## src/rtl/trans_seq_monitor.sv

```systemverilog
// Per-channel checker for trans -> start_trans -> beats -> end_trans; pulses registered 1 cycle after the deciding sample, never stalls.
// Define TRANS_SEQ_MON_ERRINFO_EN to add the sticky err_code/err_step outputs.
module trans_seq_monitor #(
    parameter int NCH         = 4,
    parameter int PAYLOAD_LEN = 3,
    parameter int MAX_GAP     = 0,
    parameter int CNT_W       = 16,
    localparam int SEL_W      = (NCH > 1) ? $clog2(NCH) : 1
) (
    input  logic                       sysclk,
    input  logic                       rst_n,
    input  logic [NCH-1:0]             trans,
    input  logic [NCH-1:0]             start_trans,
    input  logic [NCH*PAYLOAD_LEN-1:0] beat,
    input  logic [NCH-1:0]             end_trans,
    input  logic                       clr_cnt,
    input  logic [SEL_W-1:0]           cnt_sel,
    output logic [NCH-1:0]             busy,
    output logic [NCH-1:0]             match_pulse,
    output logic [NCH-1:0]             fail_pulse,
    output logic [CNT_W-1:0]           match_cnt,
    output logic [CNT_W-1:0]           fail_cnt
`ifdef TRANS_SEQ_MON_ERRINFO_EN
    ,
    output logic [2*NCH-1:0]           err_code,
    output logic [4*NCH-1:0]           err_step
`endif
);

    localparam int IDX_W = (PAYLOAD_LEN > 1) ? $clog2(PAYLOAD_LEN) : 1;
    localparam int GAP_W = $clog2(MAX_GAP + 2);
    localparam logic [SEL_W:0] NCH_L = NCH[SEL_W:0];
    localparam logic [IDX_W-1:0] LAST_IDX = IDX_W'(PAYLOAD_LEN - 1);

    typedef enum logic [1:0] {IDLE, WAIT_START, PAYLOAD, WAIT_END} state_t;

    state_t                 state   [NCH];
    logic [IDX_W-1:0]       idx     [NCH];
    logic [GAP_W-1:0]       gap     [NCH];
    logic [CNT_W-1:0]       m_cnt   [NCH];
    logic [CNT_W-1:0]       f_cnt   [NCH];
    logic [PAYLOAD_LEN-1:0] ch_beat [NCH];
    logic [NCH-1:0]         hit;
    logic [NCH-1:0]         ooo;
    logic [NCH-1:0]         fail;
    logic [NCH-1:0]         done;
`ifdef TRANS_SEQ_MON_ERRINFO_EN
    logic [3:0]             step_num [NCH];
`endif

    for (genvar g = 0; g < NCH; g++) begin : g_beat
        assign ch_beat[g] = beat[g*PAYLOAD_LEN +: PAYLOAD_LEN];
    end

    // hit: the one expected strobe; ooo: any other step strobe of the channel (trans excluded)
    always_comb begin
        hit  = '0;
        ooo  = '0;
        fail = '0;
        done = '0;
        for (int c = 0; c < NCH; c++) begin
            case (state[c])
                WAIT_START: begin
                    hit[c] = start_trans[c];
                    ooo[c] = end_trans[c] | (|ch_beat[c]);
                end
                PAYLOAD: begin
                    hit[c] = ch_beat[c][idx[c]];
                    ooo[c] = start_trans[c] | end_trans[c]
                           | (|(ch_beat[c] & ~(PAYLOAD_LEN'(1) << idx[c])));
                end
                WAIT_END: begin
                    hit[c] = end_trans[c];
                    ooo[c] = start_trans[c] | (|ch_beat[c]);
                end
                default: ;
            endcase
            fail[c] = (state[c] != IDLE) && (ooo[c] || (!hit[c] && gap[c] == GAP_W'(MAX_GAP)));
            done[c] = (state[c] == WAIT_END) && hit[c] && !ooo[c];
        end
    end

`ifdef TRANS_SEQ_MON_ERRINFO_EN
    always_comb begin
        for (int c = 0; c < NCH; c++) begin
            step_num[c] = 4'd0;
            case (state[c])
                WAIT_START: step_num[c] = 4'd1;
                PAYLOAD:    step_num[c] = 4'(idx[c]) + 4'd2;
                WAIT_END:   step_num[c] = 4'(PAYLOAD_LEN + 2);
                default:    ;
            endcase
        end
    end
`endif

    always_ff @(posedge sysclk) begin
        if (!rst_n) begin
            busy        <= '0;
            match_pulse <= '0;
            fail_pulse  <= '0;
            for (int c = 0; c < NCH; c++) begin
                state[c] <= IDLE;
                idx[c]   <= '0;
                gap[c]   <= '0;
                m_cnt[c] <= '0;
                f_cnt[c] <= '0;
            end
`ifdef TRANS_SEQ_MON_ERRINFO_EN
            err_code <= '0;
            err_step <= '0;
`endif
        end else begin
            match_pulse <= done;
            fail_pulse  <= fail;
            for (int c = 0; c < NCH; c++) begin
                if (clr_cnt) begin
                    m_cnt[c] <= '0;
                    f_cnt[c] <= '0;
                end else begin
                    if (done[c] && m_cnt[c] != '1) m_cnt[c] <= m_cnt[c] + 1'b1;
                    if (fail[c] && f_cnt[c] != '1) f_cnt[c] <= f_cnt[c] + 1'b1;
                end
`ifdef TRANS_SEQ_MON_ERRINFO_EN
                // first failure sticks until cleared
                if (clr_cnt) begin
                    err_code[2*c +: 2] <= 2'b00;
                    err_step[4*c +: 4] <= 4'd0;
                end else if (fail[c] && err_code[2*c +: 2] == 2'b00) begin
                    err_code[2*c +: 2] <= ooo[c] ? 2'b10 : 2'b01;
                    err_step[4*c +: 4] <= step_num[c];
                end
`endif
                if (state[c] == IDLE) begin
                    busy[c] <= trans[c];
                    gap[c]  <= '0;
                    idx[c]  <= '0;
                    if (trans[c]) state[c] <= WAIT_START;
                end else if (fail[c]) begin
                    busy[c]  <= 1'b0;
                    state[c] <= IDLE;
                end else if (hit[c]) begin
                    busy[c] <= 1'b1;
                    gap[c]  <= '0;
                    case (state[c])
                        WAIT_START: begin
                            state[c] <= PAYLOAD;
                            idx[c]   <= '0;
                        end
                        PAYLOAD: begin
                            if (idx[c] == LAST_IDX) state[c] <= WAIT_END;
                            else idx[c] <= idx[c] + 1'b1;
                        end
                        default: begin
                            state[c] <= IDLE;
                            busy[c]  <= 1'b0;
                        end
                    endcase
                end else begin
                    busy[c] <= 1'b1;
                    gap[c]  <= gap[c] + 1'b1;
                end
            end
        end
    end

    always_comb begin
        match_cnt = '0;
        fail_cnt  = '0;
        if ({1'b0, cnt_sel} < NCH_L) begin
            match_cnt = m_cnt[cnt_sel];
            fail_cnt  = f_cnt[cnt_sel];
        end
    end

endmodule

```

## config.mk

```make
export PLATFORM = sky130hd
export DESIGN_NAME = trans_seq_monitor
export DESIGN_NICKNAME = d
export VERILOG_FILES = /design/src/rtl/trans_seq_monitor.sv
export SDC_FILE = /design/constraint.sdc
export NUM_CORES = 1
export LEC_CHECK = 0
export BUFFER_PORTS_ARGS = -buffer_cell sky130_fd_sc_hd__buf_2
export CAP_MARGIN = 20
export CORE_MARGIN = 1
export CORE_UTILIZATION = 36
export DETAILED_ROUTE_END_ITERATION = 6
export SYNTH_ARGS = -nofsm -noshare
export SYNTH_HDL_FRONTEND = slang
export SYNTH_SLANG_ARGS = --single-unit
```

## constraint.sdc

```tcl
create_clock -name sysclk -period 5.4 [get_ports sysclk]
set_clock_uncertainty 0.2 [all_clocks]
set_input_delay 0.27 -clock sysclk [delete_from_list [all_inputs] [get_ports sysclk]]
set_output_delay 0.27 -clock sysclk [all_outputs]
set_load 0.05 [all_outputs]
```

* Word level (Yosys, flattened, before mapping)
Memory sizes are Yosys's and may differ from the RTL's.
Cells that the tools add are included.
Widths: inputs -> output; s select.
** Cells by class
- $add $sub $neg :: 16
- Magnitude comparators :: 4
- Equal/unequal tests :: 24
- Shifts and indexed selects :: 4
- Muxes and demuxes :: 316
- Bitwise operators :: 88
- Reduce and logical (&&, ||, !) cells :: 56
** Operators with widths (number)
- $mux 1 :: 256
- $mux 16 :: 16
- $add 16x1->16 const B :: 8
- $ne 16x16->1 const B :: 8
- $or 1x1->1 :: 76
- $mux 2 :: 32
- $eq 2x2->1 const B :: 12
- $logic_and 1x1->1 :: 24
- $pmux 1 s3 :: 8
- $reduce_or 3->1 :: 8
- $and 3x3->3 :: 4
- $lt 2x3->1 const B :: 4
- $not 3->3 :: 4
- $shl 1x2->3 const A :: 4
- $add 2x1->2 const B :: 4
- $bmux 1 s2 :: 4
- $eq 2x1->1 const B :: 4
- $logic_not 1->1 :: 8
- $logic_not 2->1 :: 4
- $reduce_bool 2->1 :: 4
- $reduce_or 2->1 :: 4
- $add 1x1->1 const B :: 4
- $logic_or 1x1->1 :: 4
- $not 1->1 :: 4
** Storage, ports and cells
- Register bits :: 12
- RAM bits :: 148
- Input port bits :: 29
- Output and inout port bits :: 44
- Word-level logic and storage cells :: 516
- Memories kept :: 5
** Memory list
- f_cnt :: words 4, width 16, read ports 5, clocked after Yosys merged registers in 0, wr ports 4, line 41 : logic [CNT_W-1:0] f_cnt [NCH];
- m_cnt :: words 4, width 16, read ports 5, clocked after Yosys merged registers in 0, wr ports 4, line 40 : logic [CNT_W-1:0] m_cnt [NCH];
- idx :: words 4, width 2, read ports 4, clocked after Yosys merged registers in 0, wr ports 4, line 38 : logic [IDX_W-1:0] idx [NCH];
- state :: words 4, width 2, read ports 4, clocked after Yosys merged registers in 0, wr ports 4, line 37 : state_t state [NCH];
- gap :: words 4, width 1, read ports 4, clocked after Yosys merged registers in 0, wr ports 4, line 39 : logic [GAP_W-1:0] gap [NCH];

* Longest topological paths before layout
- Depth in word-level cells :: 16
- Depth in mapped cells :: 10
- Gate-level depth less buffers :: 9

* Least setup slack after synthesis
No wires, ideal clock.
- Kind :: flip-flop to flip-flop
- From :: mem state[2][0] in the netlist's numbering
- To :: mem m_cnt[2][0] (enable)
- Setup time :: 0.436 ns
- Arrival time :: 3.079 ns
- Data required time :: 4.764 ns
- Slack :: 1.686 ns
- Stages on the path, launching flop included :: 6
- Buffers on the path :: 0
- Period minus slack after synthesis :: 3.714 ns
- Cells stage by stage :: edfxtp_1 > ha_1 > mux2_4 > nor4_4 > nand2_1 > o41ai_1
** RTL lines (line)
- from (decl) :: 37
- to (decl) :: 40

==> results.json <==
{
  "synth_edf_count": 145,
  "hold-worst-slack_ns": 0.0470,
  "layout_commonest_cell": "nor2_1",
  "hold_path_startpoint": "trans[3]",
  "fp-row-count": 60,
  "design_area_mm2": 0.0115,
  "crit_path_end_kind": "register",
  "synth_largest_area_cell": "edfxtp_1",
  "fin_crit_sh_pct": 55.9,
  "wl_per_cell_um": 16.9,
  "finalWorstSetupSlack_ns": 2.38,
  "fin_setup_tns_ns": 0,
  "maxCapViolCount": 0,
  "synth_cell_types": 70,
  "cp_slowest_cell": "nand4b_1",
  "cts_buffers": 17,
  "finalCriticalPeriod_ns": 3.02,
  "core-area_mm2": 0.0271,
  "dieArea_mm2": 0.0284,
  "cts.sinks": 160,
  "wl_met1_mm": 11.0,
  "overflow": 0,
  "wl_met2_mm": 10.6,
  "drtAntennaViolNets": 0,
  "drt-vias-per-instance": 5.22,
  "top_layer": "met4",
  "synth_seq_area_share_pct": 46.6,
  "synth_warnings": 0,
  "cts_setup_buffers": 0,
  "power.density_mw_per_mm2": 353,
  "initial_utilization_pct": 36.8,
  "preCtsSetupSlack_ns": 2.42,
  "timing.fmax_mhz": 331,
  "crit_chain": "inv_1 -> ha_1 -> nand2b_1 -> a41oi_1 -> nor4_4 -> nand4b_1 -> nor2_1",
  "cpPeakStageDelay_ns": 0.67,
  "tightest_slew_ns": 0.960,
  "routed-via-count": 7211,
  "grt_usage_pct": 17.0,
  "dp_hpwl_mm": 17.6,
  "worstPathRequired_ns": 5.46,
  "synthCells": 914,
  "worstHoldPathType": "primary input to register",
  "final_layout_size_suffix_gt1_share_pct": 18.8,
  "drt-total-wl_mm": 23.3,
  "dr.pass1.iters": 5,
  "clk_latency_ns": 0.42,
  "slew_viol_final": 0,
  "cts_root_buf": "clkbuf_16",
  "nets": 1060,
  "drc_errors": 0,
  "grt_pass1_vias": 6872,
  "criticalPathCategory": "register to register",
  "io_pins": 73,
  "grt_pass1_wl_mm": 37.3,
  "final_core_util_pct": 42.4,
  "status": "complete, no violations",
  "syn_area_per_cell_um2": 10.9,
  "h-tree-depth": 4,
  "route.met3.wl_mm": 1.32,
  "gp_congestion": 0.866,
  "ys_ff_latch": 160,
  "cts_tree": "done",
  "p_total_mw": 4.05,
  "syn-cell-area_mm2": 0.00998,
  "regToRegStartpoint": "idx[1][0]$_SDFFCE_PN0P_",
  "chipWidth_um": 169,
  "setup_viol": 0,
  "instances_no_fill": 1382,
  "async_flop_share_pct": 0,
  "netlist_top_cells_area": "edfxtp_1 44%, mux4_2 7.2%, xor2_1 5.7%",
  "max-slew-margin-rel_pct": 36.0,
  "port_buffers": 72,
  "clkTransAtPathRegs_ns": 0.06,
  "grt_start_max_net_pins": 33,
  "syn2layout_area_growth_pct": 15.1,
  "die_height_um": 169,
  "dp_cells": 1345,
  "initialDrtViolationCount": 642,
  "antenna_found_initial": 1,
  "syn_nets": 979,
  "mostFrequentLayoutCells": "148 x nor2_1, 145 x edfxtp_1, 72 x buf_2",
  "path_max_fanout": 15,
  "postPlaceCellArea_mm2": 0.0108,
  "arrival_ns": 3.08,
  "finalHoldViolCount": 0,
  "synth_top_area_share_pct": 43.6,
  "rsz0062_at_grt": "false",
  "num-fill-cells": 2565,
  "clk_path_buf_depth": 2,
  "leakage_nw": 4.02,
  "start_kind": "register",
  "crit_path_start": "idx[1][0]$_SDFFCE_PN0P_",
  "vdd_drop_max_uv": 189,
  "cts_resized": 0,
  "ys.flop_type": "edfxtp_1"
}
## flip-flops by register name, indices dropped and copies added (netlist names)
signal	cells
idx	8
f_cnt	64
m_cnt	64
gap	4
busy	4
state	8
match_pulse	4
fail_pulse	4
## layout make-up
type	instances	area, µm²	area share (%)
tap	372	465	4.05
timing repair buffer	84	458	3.99
antenna	2	5.00	0.0436
sequential	160	4650	40.5
multi-input combinational	690	5070	44.1
inverter	42	159	1.38
clock buffer	21	470	4.10
clock inverter	11	208	1.81
## cell families after synthesis
logic type               synth area share, %
flip-flops                              46.6
AND/OR/NAND/NOR                         23.0
XOR/XNOR                                9.83
AO/OA/AOI/OAI                           4.86
multiplexers                            8.29
other                                 0.0376
buffers and inverters                   2.87
adder cells (fa/ha/maj)                 4.51
## power by group
group / internal (mW) / switching, mW / leakage [nW] / total [mW]
combinational: 0.337 / 0.605 / 1.93 / 0.942
sequential: 1.53 / 0.197 / 1.76 / 1.73
clock: 0.901 / 0.481 / 0.333 / 1.38
## synth_stat cells (3+ instances only)
library cell  instances
nor2_1              148
edfxtp_1            145
xor2_1               65
nand2_1              56
nand3_1              54
xnor2_1              47
inv_1                40
ha_1                 36
mux4_2               32
nand4_1              26
nor3_1               25
nand2b_1             20
and3_1               15
dfxtp_1              15
nor2_2               13
and4_1               12
clkbuf_1             12
a21oi_1              11
o31ai_1              10
nor4_1                9
o21ai_0               9
mux2i_1               8
nor2_4                8
nor2b_1               8
nand4b_1              7
a22oi_1               5
and2_1                5
buf_2                 5
or3_1                 5
or2_2                 4
buf_6                 3
nor3b_1               3
o211ai_1              3
## critical path, delay by kind of cell (launching register included)
family                   cells  cell delay [ns]
adder cells (fa/ha/maj)      1             0.23
AND/OR/NAND/NOR              4             1.64
flip-flops                   1             0.43
buffers and inverters        1             0.13
AO/OA/AOI/OAI                1             0.22
## layer usage
metal	track usage (%)	up-vias
met4	5.57	0
met3	3.37	25
li1	-	3507
met2	26.1	219
met5	0	-
met1	24.0	3460
## path summary, 6_finish.rpt
path | endpoint | slack (ns) | depth (start not counted)
worst max-delay path | m_cnt[1][9]$_SDFFCE_PN0P_ | 2.38 | 7
worst min-delay path | state[3][1]$_SDFFCE_PP0P_ | 0.05 | 2
worst max register to register | m_cnt[1][9]$_SDFFCE_PN0P_ | 2.38 | 7
worst min register to register | gap[2]$_DFF_P_ | 0.27 | 2
## what timing repair did
action | in CTS | in global routing
hold buffers | 3 | 0
hold endpoints to repair | 3 | 0
endpoints found under the setup margin | 0 | 0
Note: power is estimated with default switching activity, not from simulation.
